File: src/rtl/sdp_x_op_pkg.sv
// Shared widths, derived sizes and the FSM state type for the SDP X-stage operand feeder.
// Optional build macro used by the feeder: SDP_OP_FEEDER_PERF_EN.
package sdp_x_op_pkg;

    localparam int LANES   = 2;
    localparam int OP_DW   = 16;
    localparam int VEC_DW  = LANES * OP_DW;
    localparam int WORD_DW = 2 * VEC_DW;
    localparam int REP_W   = 13;
    localparam int BEAT_W  = 24;

    typedef enum logic [1:0] {
        IDLE = 2'd0,
        RUN  = 2'd1,
        DONE = 2'd2
    } state_e;

    // DMA words in a layer: one per vector pair when both streams share a word,
    // otherwise two vectors of the single live stream are packed per word.
    function automatic logic [BEAT_W-1:0] words_needed(input logic both_en,
                                                       input logic [BEAT_W-1:0] beat_total);
        if (both_en) begin
            return beat_total;
        end
        return {1'b0, beat_total[BEAT_W-1:1]} + {{(BEAT_W-1){1'b0}}, beat_total[0]};
    endfunction

endpackage

File: src/rtl/sdp_x_op_stream_seq.sv
// Per-stream presentation sequencer: repeat counter, half select, remaining vectors,
// word-done flag and valid generation for one operand stream.
module sdp_x_op_stream_seq
    import sdp_x_op_pkg::*;
(
    input  logic              clk_i,
    input  logic              rst_i,
    input  logic              load_i,
    input  logic [BEAT_W-1:0] load_beats_i,
    input  logic              en_i,
    input  logic              pair_mode_i,
    input  logic [REP_W-1:0]  repeat_i,
    input  logic              buf_vld_i,
    input  logic              word_load_i,
    input  logic              prdy_i,
    output logic              pvld_o,
    output logic              sel_hi_o,
    output logic              retire_o,
    output logic              last_o
);

    logic [REP_W-1:0]  rep_cnt_q, rep_cnt_d;
    logic              half_q, half_d;
    logic              word_done_q, word_done_d;
    logic [BEAT_W-1:0] beats_left_q, beats_left_d;
    logic              hs, last_rep, vec_fin, to_high;

    // NOTE: every signal driven here gets a default before any branch, so no latch is inferred.
    always_comb begin
        pvld_o   = en_i & buf_vld_i & ~word_done_q & (beats_left_q != '0);
        hs       = pvld_o & prdy_i;
        last_rep = (rep_cnt_q == repeat_i);
        vec_fin  = hs & last_rep;
        // The high half is only live if the layer still has a vector beyond this one.
        to_high  = pair_mode_i & ~half_q & (beats_left_q > BEAT_W'(1));
        retire_o = ~en_i | word_done_q | (vec_fin & ~to_high);
        last_o   = (beats_left_q == '0) | (vec_fin & (beats_left_q == BEAT_W'(1)));
        sel_hi_o = half_q;

        rep_cnt_d    = rep_cnt_q;
        half_d       = half_q;
        word_done_d  = word_done_q;
        beats_left_d = beats_left_q;

        if (load_i) begin
            rep_cnt_d    = '0;
            half_d       = 1'b0;
            word_done_d  = 1'b0;
            beats_left_d = load_beats_i;
        end else begin
            if (hs) begin
                rep_cnt_d = last_rep ? '0 : rep_cnt_q + REP_W'(1);
            end
            if (vec_fin) begin
                beats_left_d = beats_left_q - BEAT_W'(1);
                half_d       = to_high;
                if (!to_high) begin
                    word_done_d = 1'b1;
                end
            end
            if (word_load_i) begin
                word_done_d = 1'b0;
            end
        end
    end

    // NOTE: sequential state uses non-blocking assignments only.
    always_ff @(posedge clk_i) begin
        if (rst_i) begin
            rep_cnt_q    <= '0;
            half_q       <= 1'b0;
            word_done_q  <= 1'b0;
            beats_left_q <= '0;
        end else begin
            rep_cnt_q    <= rep_cnt_d;
            half_q       <= half_d;
            word_done_q  <= word_done_d;
            beats_left_q <= beats_left_d;
        end
    end

endmodule

File: src/rtl/sdp_x_op_feeder.sv
// SDP X-stage operand feeder: unpacks DMA operand words into ALU/MUL operand streams.
// Build macro SDP_OP_FEEDER_PERF_EN adds the perf_stall_cnt output.
module sdp_x_op_feeder
    import sdp_x_op_pkg::*;
(
    input  logic               nvdla_core_clk,
    input  logic               nvdla_core_rst,
    input  logic               op_layer_start,
    input  logic               cfg_alu_en,
    input  logic               cfg_mul_en,
    input  logic [REP_W-1:0]   cfg_repeat,
    input  logic [BEAT_W-1:0]  cfg_beat_total,
    input  logic               dma_rd_pvld,
    output logic               dma_rd_prdy,
    input  logic [WORD_DW-1:0] dma_rd_data,
    output logic [VEC_DW-1:0]  chn_alu_op,
    output logic               chn_alu_op_pvld,
    input  logic               chn_alu_op_prdy,
    output logic [VEC_DW-1:0]  chn_mul_op,
    output logic               chn_mul_op_pvld,
    input  logic               chn_mul_op_prdy,
    output logic               op_layer_done
`ifdef SDP_OP_FEEDER_PERF_EN
    ,
    output logic [31:0]        perf_stall_cnt
`endif
);

    state_e              state_q, state_d;
    logic                alu_en_q, mul_en_q;
    logic [REP_W-1:0]    repeat_q;
    logic [BEAT_W-1:0]   words_left_q, words_left_d;
    logic [WORD_DW-1:0]  buf_q, buf_d;
    logic                buf_vld_q, buf_vld_d;

    logic                layer_load, layer_go, pair_mode;
    logic                accept, retire;
    logic [BEAT_W-1:0]   alu_load_beats, mul_load_beats;
    logic                alu_sel_hi, mul_sel_hi, mul_hi;
    logic                alu_retire, mul_retire, alu_last, mul_last;

    assign layer_load     = (state_q == IDLE) & op_layer_start;
    assign layer_go       = layer_load & (cfg_alu_en | cfg_mul_en) & (cfg_beat_total != '0);
    assign pair_mode      = alu_en_q ^ mul_en_q;
    assign alu_load_beats = (layer_go & cfg_alu_en) ? cfg_beat_total : '0;
    assign mul_load_beats = (layer_go & cfg_mul_en) ? cfg_beat_total : '0;

    assign retire      = buf_vld_q & alu_retire & mul_retire;
    assign dma_rd_prdy = (state_q == RUN) & (words_left_q != '0) & (~buf_vld_q | retire);
    assign accept      = dma_rd_pvld & dma_rd_prdy;

    sdp_x_op_stream_seq u_alu_seq (
        .clk_i        (nvdla_core_clk),
        .rst_i        (nvdla_core_rst),
        .load_i       (layer_load),
        .load_beats_i (alu_load_beats),
        .en_i         (alu_en_q),
        .pair_mode_i  (pair_mode),
        .repeat_i     (repeat_q),
        .buf_vld_i    (buf_vld_q),
        .word_load_i  (accept),
        .prdy_i       (chn_alu_op_prdy),
        .pvld_o       (chn_alu_op_pvld),
        .sel_hi_o     (alu_sel_hi),
        .retire_o     (alu_retire),
        .last_o       (alu_last)
    );

    sdp_x_op_stream_seq u_mul_seq (
        .clk_i        (nvdla_core_clk),
        .rst_i        (nvdla_core_rst),
        .load_i       (layer_load),
        .load_beats_i (mul_load_beats),
        .en_i         (mul_en_q),
        .pair_mode_i  (pair_mode),
        .repeat_i     (repeat_q),
        .buf_vld_i    (buf_vld_q),
        .word_load_i  (accept),
        .prdy_i       (chn_mul_op_prdy),
        .pvld_o       (chn_mul_op_pvld),
        .sel_hi_o     (mul_sel_hi),
        .retire_o     (mul_retire),
        .last_o       (mul_last)
    );

    // With both streams live, MUL always owns the high half of the word.
    assign mul_hi     = pair_mode ? mul_sel_hi : 1'b1;
    assign chn_alu_op = !alu_en_q ? '0 :
                        (alu_sel_hi ? buf_q[WORD_DW-1:VEC_DW] : buf_q[VEC_DW-1:0]);
    assign chn_mul_op = !mul_en_q ? '0 :
                        (mul_hi ? buf_q[WORD_DW-1:VEC_DW] : buf_q[VEC_DW-1:0]);

    assign op_layer_done = (state_q == DONE);

    always_comb begin
        state_d = state_q;
        unique case (state_q)
            IDLE:    if (layer_load) state_d = layer_go ? RUN : DONE;
            RUN:     if (alu_last & mul_last) state_d = DONE;
            DONE:    state_d = IDLE;
            default: state_d = IDLE;
        endcase
    end

    always_comb begin
        words_left_d = words_left_q;
        buf_d        = buf_q;
        buf_vld_d    = buf_vld_q;
        if (layer_load) begin
            words_left_d = layer_go ? words_needed(cfg_alu_en & cfg_mul_en, cfg_beat_total) : '0;
        end else if (accept) begin
            words_left_d = words_left_q - BEAT_W'(1);
        end
        if (accept) begin
            buf_d     = dma_rd_data;
            buf_vld_d = 1'b1;
        end else if (retire) begin
            buf_vld_d = 1'b0;
        end
    end

    // NOTE: the word buffer is reset, not just its valid bit, because it drives the operand outputs.
    always_ff @(posedge nvdla_core_clk) begin
        if (nvdla_core_rst) begin
            state_q      <= IDLE;
            alu_en_q     <= 1'b0;
            mul_en_q     <= 1'b0;
            repeat_q     <= '0;
            words_left_q <= '0;
            buf_q        <= '0;
            buf_vld_q    <= 1'b0;
        end else begin
            state_q      <= state_d;
            words_left_q <= words_left_d;
            buf_q        <= buf_d;
            buf_vld_q    <= buf_vld_d;
            if (layer_load) begin
                alu_en_q <= cfg_alu_en;
                mul_en_q <= cfg_mul_en;
                repeat_q <= cfg_repeat;
            end
        end
    end

`ifdef SDP_OP_FEEDER_PERF_EN
    logic [31:0] perf_q;
    logic        stall;

    assign stall = (chn_alu_op_pvld & ~chn_alu_op_prdy) | (chn_mul_op_pvld & ~chn_mul_op_prdy);

    always_ff @(posedge nvdla_core_clk) begin
        if (nvdla_core_rst) begin
            perf_q <= '0;
        end else if (layer_load) begin
            perf_q <= '0;
        end else if ((state_q == RUN) && stall && (perf_q != 32'hFFFF_FFFF)) begin
            perf_q <= perf_q + 32'd1;
        end
    end

    assign perf_stall_cnt = perf_q;
`else
    // Stall instrumentation is not built in this configuration.
`endif

endmodule

File: config.mk
export PLATFORM = sky130hd
export DESIGN_NAME = sdp_x_op_feeder
export DESIGN_NICKNAME = d
export VERILOG_FILES = /design/src/rtl/sdp_x_op_pkg.sv /design/src/rtl/sdp_x_op_stream_seq.sv /design/src/rtl/sdp_x_op_feeder.sv
export SDC_FILE = /design/constraint.sdc
export NUM_CORES = 1
export LEC_CHECK = 0
export ABC_AREA = 0
export BUFFER_PORTS_ARGS = -buffer_cell sky130_fd_sc_hd__clkbuf_2
export CORE_MARGIN = 3
export CORE_UTILIZATION = 45
export CTS_BUF_LIST = sky130_fd_sc_hd__clkbuf_2
export DETAILED_ROUTE_END_ITERATION = 10
export PLACE_DENSITY = 0.65
export SLEW_MARGIN = 20
export SYNTH_ARGS = -nofsm -noshare
export SYNTH_HDL_FRONTEND = slang
export SYNTH_HIERARCHICAL = 1
export SYNTH_SLANG_ARGS = --single-unit
export TNS_END_PERCENT = 30
File: constraint.sdc
create_clock -name nvdla_core_clk -period 3.5 [get_ports nvdla_core_clk]
set_clock_uncertainty 0.05 [all_clocks]
set_input_delay 0.175 -clock nvdla_core_clk [delete_from_list [all_inputs] [get_ports nvdla_core_clk]]
set_output_delay 0.175 -clock nvdla_core_clk [all_outputs]
set_load 0.02 [all_outputs]
# Yosys cells after proc, flatten, opt, wreduce, memory -nomap -nowiden
# Cells that the tools add are included.
dict set report word_totals {
  regBits 184
  out_inout_bits 68
  elab_cells 121
}
dict set report classes {
  add_sub_neg 6
  order_cmp 2
  eq_ne 8
  mux 26
  bitwise_logic 48
  reduce_logical 16
}
# operator n
set op_table {}
lappend op_table {{24-bit two-way mux} 11}
lappend op_table {{32-bit two-way mux} 4}
lappend op_table {{24-bit nonzero test} 4}
lappend op_table {{24-bit by 1-bit subtractor with 24-bit output, second input constant} 3}
lappend op_table {{24-bit by 1-bit == test with 1-bit output, second input constant} 2}
lappend op_table {{24-bit by 1-bit greater-than comparator with 1-bit output, second input constant} 2}
lappend op_table {{24-bit zero test} 2}
lappend op_table {{1-bit bitwise AND} 30}
lappend op_table {{13-bit by 1-bit adder with 13-bit output, second input constant} 2}
lappend op_table {{13-bit == test} 2}
lappend op_table {{13-bit two-way mux} 2}
lappend op_table {{23-bit by 1-bit adder with 24-bit output} 1}
lappend op_table {{1-bit inverter} 9}
lappend op_table {{1-bit OR} 8}
lappend op_table {{2-bit nonzero test} 4}
lappend op_table {{2-bit two-way mux} 3}
lappend op_table {{2-bit AND reduction} 3}
lappend op_table {{1-bit two-way mux} 5}
lappend op_table {{2-bit one-hot mux with 2 select lines} 1}
lappend op_table {{3-bit OR reduction} 1}
lappend op_table {{2-bit by 1-bit == test with 1-bit output, second input constant} 1}
lappend op_table {{2-bit == test, second input constant} 1}
lappend op_table {{2-bit zero test} 1}
lappend op_table {{2-bit by 1-bit inequality test with 1-bit output, second input constant} 1}
lappend op_table {{3 further kinds} 3}

# Longest topological paths before layout
dict set report logic_depth {
  word_depth 14
  mapped_depth 16
  mapped_depth_nobuf 13
}

# Hierarchy
# The synthesis kept the hierarchy.
# mod instances cells_per_inst area_per_inst_um2 seq_area_each_um2
set modules_own_cells {}
lappend modules_own_cells {sdp_x_op_feeder 1 943 6581.3 2122.0}
lappend modules_own_cells {sdp_x_op_stream_seq 2 346 2663.8 780.7}

# Worst setup path after synthesis
# Ideal clock, no wire load.
dict set report synth_timing {
  path_type {reg-to-reg}
  startpoint {reg u_mul_seq.beats_left_q[17]}
  endpoint {reg buf_q[52]}
  arrival_time_ps 3068
  required_ps 3380
  setup_slack_ps 312
  path_stages_with_launch 15
  synth_period_minus_slack_ps 3188
  path_cell_list {dfxtp_1 > nor4_1 > nand2_1 > o311ai_0 > a31oi_1 > nand2_1 > a21bo_2 > nand2_1 > a31oi_1 > nand2_1 > inv_1 > buf_2 > clkbuf_1 > nand2_1 > a21oi_1}
}
dict set report synth_between {
  elab_chain_len 10
  elab_cells_between_ends 13
}
# item line_no
set synth_rtl {}
lappend synth_rtl {{from (decl)} sdp_x_op_stream_seq.sv:25} ;# logic [BEAT_W-1:0] beats_left_q, beats_left_d;
lappend synth_rtl {{from (signal assigned)} sdp_x_op_stream_seq.sv:78} ;# beats_left_q <= beats_left_d;
lappend synth_rtl {{parallel branches: the longest is 4 deep, another holds 24-bit by 1-bit greater-than comparator with 1-bit output} --}
lappend synth_rtl {{1-bit bitwise AND *} sdp_x_op_stream_seq.sv:36} ;# retire_o = ~en_i | word_done_q | (vec_fin & ~to_high);
lappend synth_rtl {{1-bit OR *} sdp_x_op_stream_seq.sv:36}
lappend synth_rtl {{net mul_retire} sdp_x_op_feeder.sv:40} ;# logic alu_retire, mul_retire, alu_last, mul_last;
lappend synth_rtl {{1-bit bitwise AND *} sdp_x_op_feeder.sv:48} ;# assign retire = buf_vld_q & alu_retire & mul_retire;
lappend synth_rtl {{1-bit OR *} sdp_x_op_feeder.sv:49} ;# assign dma_rd_prdy = (state_q == RUN) & (words_left_q != '0) & (~buf_vld_q | retire);
lappend synth_rtl {{1-bit bitwise AND *} sdp_x_op_feeder.sv:49}
lappend synth_rtl {{1-bit bitwise AND *} sdp_x_op_feeder.sv:50} ;# assign accept = dma_rd_pvld & dma_rd_prdy;
lappend synth_rtl {{to (signal assigned)} sdp_x_op_feeder.sv:135} ;# buf_q <= buf_d;
lappend synth_rtl {{to (decl)} sdp_x_op_feeder.sv:33} ;# logic [WORD_DW-1:0] buf_q, buf_d;
# Mark *: on every way through the listed nets, which the timed path passes.
# A chain may end at the register's enable or synchronous reset.

# Final worst setup path
dict set report layout_timing {
  startpoint {reg u_mul_seq.beats_left_q[17]}
  endpoint {out dma_rd_prdy}
}
dict set report layout_between {
  elab_chain_len 9
  elab_cells_between_ends 12
}
# item line_no
set layout_rtl {}
lappend layout_rtl {{parallel branches: the longest is 4 deep, another holds 24-bit by 1-bit greater-than comparator with 1-bit output} --}
lappend layout_rtl {{1-bit bitwise AND *} sdp_x_op_stream_seq.sv:36}
lappend layout_rtl {{1-bit OR *} sdp_x_op_stream_seq.sv:36}
lappend layout_rtl {{net mul_retire} sdp_x_op_feeder.sv:40}
lappend layout_rtl {{1-bit bitwise AND *} sdp_x_op_feeder.sv:48}
lappend layout_rtl {{1-bit OR *} sdp_x_op_feeder.sv:49}
lappend layout_rtl {{1-bit bitwise AND *} sdp_x_op_feeder.sv:49}
lappend layout_rtl {{to (decl)} sdp_x_op_feeder.sv:14} ;# output logic dma_rd_prdy,
# Marked as above.

==> metrics.txt <==
outcome=completed; Post-DRT Antenna Nets=0; Fin. Hold Viols=0; Crit Path Class=register to output port; max cap viols=0; Mapped Cells=1635; Avg Synthesized Cell Area=7.28 µm²; Core Util, Final=0.618; average wire per standard cell=18.8 µm; fin crit share=0.967; # clock sinks=184; FF-to-FF End=buf_q[56]; crit path launch type=register; Syn Nets=1757; Worst Tran Pin Value=0.963 ns; CTS tree=yes; Pwr Density=339 nW/µm²; RSZ-0062 raised after global routing=true; global route hottest layer=met2; Reg-to-Reg Start=u_mul_seq/beats_left_q[17]; worst path arrival time=3.16 ns; sequential-to-total area share from yosys stat=0.309; met3 Usage GRT=0.0427; DIE WIDTH=169 µm; final setup fails=0; distinct cell type count after synthesis=80; CTS clk-pin slew, worst paths=0.33 ns; Fin Setup TNS=0 ns; number of remaining DRC errors=0; worst-skew pair later-pin latency=0.82 ns; FMAX=296 MHz; Worst VDD drop=0.229 mV; core box area=25600 µm²; boundary pin count=177; synth warn=6; final wirelength=43500 µm; Die Y=169 µm; min Tclk post-route=3.38 ns; Post-Syn Area=11900 µm²; Lkg Pwr=5.80 nW; Port Buffers=176; Final Net Count=2087; GR Util met1=0.383; Post-synth ARST share=0; met2 Use GR=0.468; starting density of the core=0.465; worst r2r path cells=15; First-pass DRT Iterations=6; initial antenna violation count=1; Final Max Tran Viols=0; Hold/Removal Path Class=input pin to register; reg2reg setup slack=0.14 ns; vias post-DR=13800; Hold Slack=0.0695 ns; slew margin rel.=0.355; total track usage=0.283; largest net degree at the start of global routing=100; vias in the first global route=12800; most frequent cells in the layout=nand2_1, dlygate4sd3_1, clkbuf_2, dfxtp_1, a21oi_1; FILL cells=2207; Clock Tree Buf Depth=2; dpl ws=0.238 ns; 1st-iter DRT viols=1500; layout cells sized above 1=0.186; global placer's final weighted congestion=0.903; CP startpoint=u_mul_seq/beats_left_q[17]; area delta synth->final=32.8%; Cells after DPL=2061; number of synthesized flops with an enable pin=0; drt via density=5.99; CTS Root Cell=clkbuf_2; H-tree levels=4; synthesized flop and latch total=184; first-pass GRT wire length=66900 µm; crit-path max FO=7; # rows=58; most common cell after layout, fill and taps aside=nand2_1; Post-synth top flop=dfxtp_1; Critical Path RT=3.27 ns; PnR worst setup slack=0.117 ns; grt ovf=0; Critical path destination=dma_rd_prdy; hpwl dp=26900 µm; CP endpoint kind=output port; Num CTS Buffers=17; Finished Layout Cells=2310; die area=28500 µm²
==> worst min path at each step <==
| stage | from | end | slack [ns] | cells after the start |
|---|---|---|---|---|
| global placement | dma_rd_data[37] | buf_q[37] | 0.35 | 3 |
| finish | dma_rd_data[28] | buf_q[28] | 0.07 | 4 |
| detailed placement | dma_rd_data[17] | buf_q[17] | 0.36 | 3 |
| CTS | dma_rd_data[40] | buf_q[40] | 0.0009 | 4 |
| global route | dma_rd_data[32] | buf_q[32] | 0.01 | 4 |
| floorplan | dma_rd_data[0] | buf_q[0] | 0.26 | 2 |
==> worst max-delay path, stage by stage, from the launching register on <==
cell,delay [ns]
dfxtp_4,0.43
nor4_1,0.27
buf_4,0.19
nand2_2,0.11
o311ai_4,0.34
a31oi_4,0.15
nand2_1,0.09
a21bo_2,0.16
nand2_2,0.08
a31oi_4,0.25
buf_6,0.16
buf_4,0.14
==> layout make-up <==
cell class              count  area [µm²]  share of cell area
diodes                      2        5.00            0.000316
clock buffers              17        85.1             0.00538
clock inverters            15         199              0.0126
inverters                  52         209              0.0132
multi-input cells        1282        7790               0.492
flip-flops and latches    184        3730               0.236
well taps                 330         413              0.0261
repair buffers            428        3390               0.214
==> per-layer routing <==
layer	vias up	part of all wire
met5	-	0
li1	6592	-
met4	0	0.029
met1	6496	0.43
met3	117	0.072
met2	632	0.47
==> registers in the layout, indices dropped and copies added (netlist names) <==
signal and cells:
u_alu_seq/rep_cnt_q 13, mul_en_q 1, words_left_q 24, u_alu_seq/beats_left_q 24, u_alu_seq/sel_hi_o 1, u_alu_seq/word_done_q 1
repeat_q 13, buf_vld_q 1, u_mul_seq/word_done_q 1, alu_en_q 1, u_mul_seq/beats_left_q 24, u_mul_seq/rep_cnt_q 13
state_q 2, buf_q 64, u_mul_seq/sel_hi_o 1
==> cells by family (layout without fill, tap and decap cells) <==
family          after synthesis  in the layout  synth area share
fa+ha+maj                    13             13            0.0137
compound gates              379            379             0.209
flops                       184            184             0.309
mux                          37             37            0.0315
simple gates                806            806             0.347
xor+xnor                     47             47            0.0346
other cells                   0              2                 0
buf+inv                     169            512            0.0552
==> per-stage QoR <==
stage	instance area (µm²)	total power [mW]
after floorplan	11900	3.36
after global placement	13100	3.80
after detailed placement	13100	3.82
after CTS	15300	5.23
after global routing	15800	5.66
final	15800	5.37
==> power breakdown <==
| part | internal (mW) | leakage (nW) | switching, mW |
|---|---|---|---|
| sequential | 2.23 | 1.51 | 0.156 |
| combinational | 0.733 | 4.14 | 1.04 |
| clock | 0.267 | 0.160 | 0.947 |
| total | 3.23 | 5.80 | 2.14 |
==> synth_stat cells (16+ instances only) <==
library cell | count | share of area
a211oi_1 | 27 | 0.017
a21boi_0 | 32 | 0.020
a21oi_1 | 148 | 0.062
a311oi_1 | 16 | 0.012
a31oi_1 | 20 | 0.011
and2_1 | 40 | 0.021
buf_1 | 16 | 0.0050
clkbuf_1 | 85 | 0.027
dfxtp_1 | 184 | 0.31
inv_1 | 50 | 0.016
mux2i_1 | 33 | 0.028
nand2_1 | 288 | 0.091
nand3_1 | 60 | 0.025
nand4_1 | 34 | 0.018
nor2_1 | 90 | 0.028
nor2b_1 | 40 | 0.021
nor3_1 | 73 | 0.031
nor4_1 | 46 | 0.024
o21ai_0 | 37 | 0.016
o31ai_1 | 34 | 0.021
or3_1 | 22 | 0.012
or4_1 | 38 | 0.024
xor2_1 | 36 | 0.026
==> what timing repair did <==
item,4_1_cts,5_1_grt
cloned,1,3
endpoints found under the hold margin,159,19
resized for setup,19,58
hold buffers,183,19
setup buffers,1,9
pin swaps,3,5
setup endpoints to repair,1,21
(Power assumes the default switching activity.)
